[src/rtl/arvi_seq_pkg.sv]
// rtl/arvi_seq_pkg.sv - shared types and helpers for the multi-hart PC sequencer
package arvi_seq_pkg;

  localparam int HART_IDX_MAX_W = 8;

  typedef logic [HART_IDX_MAX_W-1:0] hart_idx_t;

  typedef enum logic {
    IDLE  = 1'b0,
    ISSUE = 1'b1
  } seq_state_e;

  // Index width for n hart contexts; a single hart still gets one bit.
  function automatic int hart_w(input int n);
    return (n > 1) ? $clog2(n) : 1;
  endfunction

endpackage

[src/rtl/rr_next_hart.sv]
// rtl/rr_next_hart.sv - picks the next enabled hart after cur, wrapping; cur itself is the last resort
module rr_next_hart
  import arvi_seq_pkg::*;
#(
  parameter int N_HARTS = 4,
  parameter int HW      = hart_w(N_HARTS)
) (
  input  logic [HW-1:0]      cur,
  input  logic [N_HARTS-1:0] en,
  output logic [HW-1:0]      idx,
  output logic               any
);

  // Walk offsets from farthest to nearest so the nearest enabled hart wins.
  always_comb begin
    idx = '0;
    any = 1'b0;
    for (int k = N_HARTS; k >= 1; k--) begin
      for (int i = 0; i < N_HARTS; i++) begin
        if ((i == ((int'(cur) + k) % N_HARTS)) && en[i]) begin
          idx = HW'(i);
          any = 1'b1;
        end
      end
    end
  end

endmodule

[src/rtl/pc_sequencer_mt.sv]
// rtl/pc_sequencer_mt.sv - round-robin multi-hart PC/commit sequencer with per-hart retire counters
// Optional timer-interrupt redirect enabled by defining ARVI_PC_TIP_EN.
`ifndef PC_RESET
`define PC_RESET 32'h0
`endif
module pc_sequencer_mt
  import arvi_seq_pkg::*;
#(
  parameter int XLEN    = 32,
  parameter int N_HARTS = 4,
  parameter logic [XLEN-1:0] PC_RESET = `PC_RESET,
  localparam int HW = hart_w(N_HARTS)
) (
  input  logic               i_clk,
  input  logic               i_rst,
  input  logic [N_HARTS-1:0] i_hart_en,
  output logic               o_valid,
  output logic [XLEN-1:0]    o_pc,
  output logic [HW-1:0]      o_hart,
  input  logic               i_stall,
  input  logic [XLEN-1:0]    i_next_pc,
  input  logic               i_trap,
  input  logic               i_eret,
  input  logic [XLEN-1:0]    i_tvec,
  input  logic [XLEN-1:0]    i_epc,
`ifdef ARVI_PC_TIP_EN
  input  logic [N_HARTS-1:0] i_tip,
  input  logic [N_HARTS-1:0] i_tip_en,
  output logic               o_irq_taken,
  output logic [XLEN-1:0]    o_irq_epc,
`endif
  output logic               o_ex_inst_addr,
  output logic [XLEN-1:0]    o_badaddr,
  output logic               o_commit,
  output logic [63:0]        o_instret
);

  seq_state_e      state, state_nx;
  logic [HW-1:0]   cur, cur_nx, pick_cur, pick_idx;
  logic            pick_any;
  logic [XLEN-1:0] pc_q [N_HARTS];
  logic [63:0]     instret_q [N_HARTS];
  logic            misalign, irq, retire;
  logic [XLEN-1:0] pc_nx;

  // From IDLE, searching "after N_HARTS-1" yields the lowest enabled hart.
  assign pick_cur = (state == IDLE) ? HW'(N_HARTS - 1) : cur;

  rr_next_hart #(
    .N_HARTS(N_HARTS),
    .HW     (HW)
  ) u_rr_next_hart (
    .cur(pick_cur),
    .en (i_hart_en),
    .idx(pick_idx),
    .any(pick_any)
  );

  assign o_valid   = (state == ISSUE);
  assign o_commit  = o_valid && !i_stall;
  assign o_pc      = pc_q[cur];
  assign o_hart    = cur;
  assign o_instret = instret_q[cur];

  assign misalign       = o_commit && !i_trap && !i_eret && (|i_next_pc[1:0]);
  assign o_ex_inst_addr = misalign;
  assign o_badaddr      = misalign ? i_next_pc : '0;

`ifdef ARVI_PC_TIP_EN
  assign irq         = o_commit && i_tip[cur] && i_tip_en[cur] && !i_trap && !misalign;
  assign o_irq_taken = irq;
  assign o_irq_epc   = irq ? (i_eret ? i_epc : i_next_pc) : '0;
`else
  assign irq = 1'b0;
`endif

  // Trapped and misaligned instructions do not retire; interrupted ones do.
  assign retire = o_commit && !i_trap && !misalign;

  always_comb begin
    pc_nx = i_next_pc;
    if (i_trap || misalign || irq) pc_nx = i_tvec;
    else if (i_eret)               pc_nx = i_epc;
  end

  always_comb begin
    state_nx = state;
    cur_nx   = cur;
    case (state)
      IDLE: begin
        if (pick_any) begin
          state_nx = ISSUE;
          cur_nx   = pick_idx;
        end
      end
      ISSUE: begin
        if (o_commit) begin
          if (pick_any) cur_nx = pick_idx;
          else          state_nx = IDLE;
        end
      end
      default: state_nx = IDLE;
    endcase
  end

  always_ff @(posedge i_clk) begin
    if (!i_rst) begin
      state <= IDLE;
      cur   <= '0;
      for (int i = 0; i < N_HARTS; i++) begin
        pc_q[i]      <= PC_RESET;
        instret_q[i] <= 64'd0;
      end
    end else begin
      state <= state_nx;
      cur   <= cur_nx;
      if (o_commit) begin
        pc_q[cur] <= pc_nx;
        if (retire) instret_q[cur] <= instret_q[cur] + 64'd1;
      end
    end
  end

endmodule

[config.mk]
export PLATFORM = sky130hd
export DESIGN_NAME = pc_sequencer_mt
export DESIGN_NICKNAME = d
export VERILOG_FILES = /design/src/rtl/arvi_seq_pkg.sv /design/src/rtl/rr_next_hart.sv /design/src/rtl/pc_sequencer_mt.sv
export SDC_FILE = /design/constraint.sdc
export NUM_CORES = 1
export LEC_CHECK = 0
export BUFFER_PORTS_ARGS = -buffer_cell sky130_fd_sc_hd__buf_2
export CORE_MARGIN = 2
export CORE_UTILIZATION = 58
export CTS_CLUSTER_DIAMETER = 60
export DETAILED_ROUTE_END_ITERATION = 16
export PLACE_DENSITY = 0.8
export SLEW_MARGIN = 25
export SYNTH_ARGS = -nofsm -noshare
export SYNTH_HDL_FRONTEND = slang
export SYNTH_SLANG_ARGS = --single-unit
[constraint.sdc]
create_clock -name i_clk -period 15.13 [get_ports i_clk]
set_input_delay 3.026 -clock i_clk [delete_from_list [all_inputs] [get_ports i_clk]]
set_output_delay 3.026 -clock i_clk [all_outputs]
set_load 0.02 [all_outputs]
==> impl_metrics.tcl <==
set metrics [dict create \
    hp-start "o_valid" \
    yosys-mux-area-fraction 0.136 \
    tightestPinTransition_ns 1.02 \
    p_leak_nw 8.12 \
    drive_above_1_share 0.270 \
    dp_hpwl_mm 26.0 \
    peakVddDrop_mv 0.0692 \
    syn_inst 1377 \
    synth_nets 1483 \
    slew_headroom 0.318 \
    finalCritPeriodShare 0.497 \
    path_clk_slew_ns 0.06 \
    crit_start "i_eret" \
    ant_nets 0 \
    syn2layout_area_growth_pct 14.2 \
    post-place-cells 1943 \
    synth_top_area_cell "edfxtp_1" \
    drtIter0Drc 1234 \
    grt_setup_unrepaired "no" \
    gp_congestion 0.805 \
    cts_root_buf "clkbuf_16" \
    io-pin-count 238 \
    gr-total-overflow 0 \
    intPower_mw 1.95 \
    synth_seq_area_share 0.626 \
    layout_min_cycle_time_ns 7.52 \
    cts_resized 0 \
    io_buffers 237 \
    clock_latency_ns 0.53 \
    num_rows 65 \
    nFillCells 2188 \
    nNetsFinal 1689 \
    worst_setup_path_end_kind "primary output" \
    synth_top_family_by_area "simple AND/OR/NAND/NOR gates" \
    comb_power_share 0.179 \
    ys_async_sr_fraction 0 \
    antennaDiodeCount 0 \
    final.setup.tns_ns 0 \
    antenna_found_initial 0 \
    cp_max_fo 35 \
    worst_slack_ns 7.61 \
    avgSynthCellArea_um2 13.5 \
    synth_cell_types 53 \
    hold_depth 2 \
    synth_xor_area_frac 0.0292 \
    skew_ns 0.0198 \
    layout_commonest_cell "nor2_1" \
    synth_top_cell_area_share 0.620 \
    fmax_ghz 0.133 \
    status "complete, no violations" \
    dr_total_vias 12124 \
    wl_mm 42.8 \
    start_util 0.589 \
    cts.sinks 389 \
    synth_fa_ha_area_frac 0.000673 \
    max_cap_violations 0 \
    yosys.area_share.simple 0.143 \
    cts_tree "built" \
    die_area_um2 33500 \
    synth_edf_count 384 \
    clkPwrFrac 0.348 \
    start_kind "input port" \
    ctsHoldBuffers 0 \
    cts_setup_buffers 0 \
    crit_arrival_ns 4.50 \
    yosys_warnings 0 \
    grt.total_usage 0.256 \
    finalMaxSlewViolations 0 \
    chipHeight_um 183 \
    ys_seq_elements 389 \
    netlist_area_um2 18600 \
    pwr-share-seq 0.473 \
    hold_viol 0 \
    wl_per_cell_um 21.2 \
    h-tree-depth 2 \
    rr_worst_depth 10 \
    synth_ff_type "edfxtp_1" \
    post-place-ws_ns 7.61 \
    clock_path_buffers 3 \
    grt_first_pass_wirelength_mm 66.5 \
    synth_compound_gate_area_share 0.0276 \
    drc 0 \
    switching_share 0.274 \
    via_per_inst 6.02 \
    grt_pass1_vias 12261 \
    path_class "input port to primary output" \
    core_um2 31600 \
    grt_start_max_net_pins 66 \
    synthTopCellsByArea "edfxtp_1 62%, mux4_2 10%, nor2_1 8.1%" \
    first_pass_iters 5 \
    instances_no_fill 2014 \
    power_switching_mw 0.735 \
    utilization 0.673 \
    final_cell_mix "398 x nor2_1, 384 x edfxtp_1, 237 x buf_2, 86 x mux4_2, 57 x inv_1" \
    cp.required_ns 12.10 \
    setup_violations 0 \
    finalHoldWorstSlack_ns 0.703 \
    numCtsBuffers 40 \
    hold_class "flip-flop to flip-flop" \
    power.density_nw_per_um2 127 \
    die_w_um 183 \
]
[Yosys cell counts (all sizes together), types with 3 or more instances]
cell type,count
nor2,399
edfxtp,384
mux4,96
clkbuf,64
inv,57
xnor2,46
nand2,41
and2,39
mux2i,33
a211o,32
nand3,28
buf,25
nor3,21
xor2,16
nand4,15
o21ai,12
a21oi,10
nor4,9
and3,6
dfxtp,5
nor2b,5
and4,4
nand2b,4
or2,4
o32ai,3
[path summary, 6_finish.rpt]
check | endpoint | slack (ns)
setup / recovery | o_badaddr[8] | 7.61
hold / removal | o_valid | 0.70
hold reg to reg | o_valid | 0.70
setup reg to reg | instret_q[0][38] | 10.07
[logic make-up (layout without fill, tap and decap cells)]
logic type | Yosys count | after routing
compound gates | 69 | 69
xor+xnor | 62 | 62
fa+ha+maj | 1 | 1
buf+inv | 146 | 381
flops | 389 | 389
mux | 129 | 129
simple gates | 581 | 581
[metal layers]
| metal | up-vias | GRT usage | wire length, um |
|---|---|---|---|
| met5 | - | 0 | 0 |
| met4 | 0 | 0.0714 | 872 |
| met3 | 74 | 0.0342 | 3190 |
| met2 | 610 | 0.448 | 22300 |
| met1 | 6024 | 0.342 | 16400 |
| li1 | 5416 | - | - |
[state kept, by name, summed over array words and instances (netlist names), named ones only]
register   count
pc_q         128
o_hart         2
o_valid        1
instret_q    256
[power groups by stage]
stage                     Clock (mW)  Sequential, mW  Combinational, mW
after global placement             0            1.29              0.473
after detailed placement           0            1.29              0.478
final                          0.935            1.27              0.481
after CTS                      0.942            1.27              0.482
after floorplan                    0            1.27              0.359
after global routing           0.983            1.28              0.512
[per-stage QoR]
step / total power [mW] / instance area, um^2
6_report: 2.69 / 21200
5_1_grt: 2.77 / 21200
4_1_cts: 2.69 / 21200
3_5_place_dp: 1.77 / 20000
3_3_place_gp: 1.76 / 20000
2_1_floorplan: 1.63 / 18600
[layout make-up]
type                            count  area, um^2  share of cell area
Inverter                           57         214              0.0101
Tap cell                          402         503              0.0237
Sequential cell                   389       11600               0.548
Timing Repair Buffer              253        1310              0.0615
Clock inverter                     18         179             0.00843
Multi-Input combinational cell    842        6340               0.299
Clock buffer                       53        1050              0.0494
[worst max-delay path, stage by stage]
cell and delay (ns):
buf_2 0.73, nor4_2 0.11, buf_4 0.26, and2_1 0.20, buf_2 0.16
(Power assumes the default switching activity.)
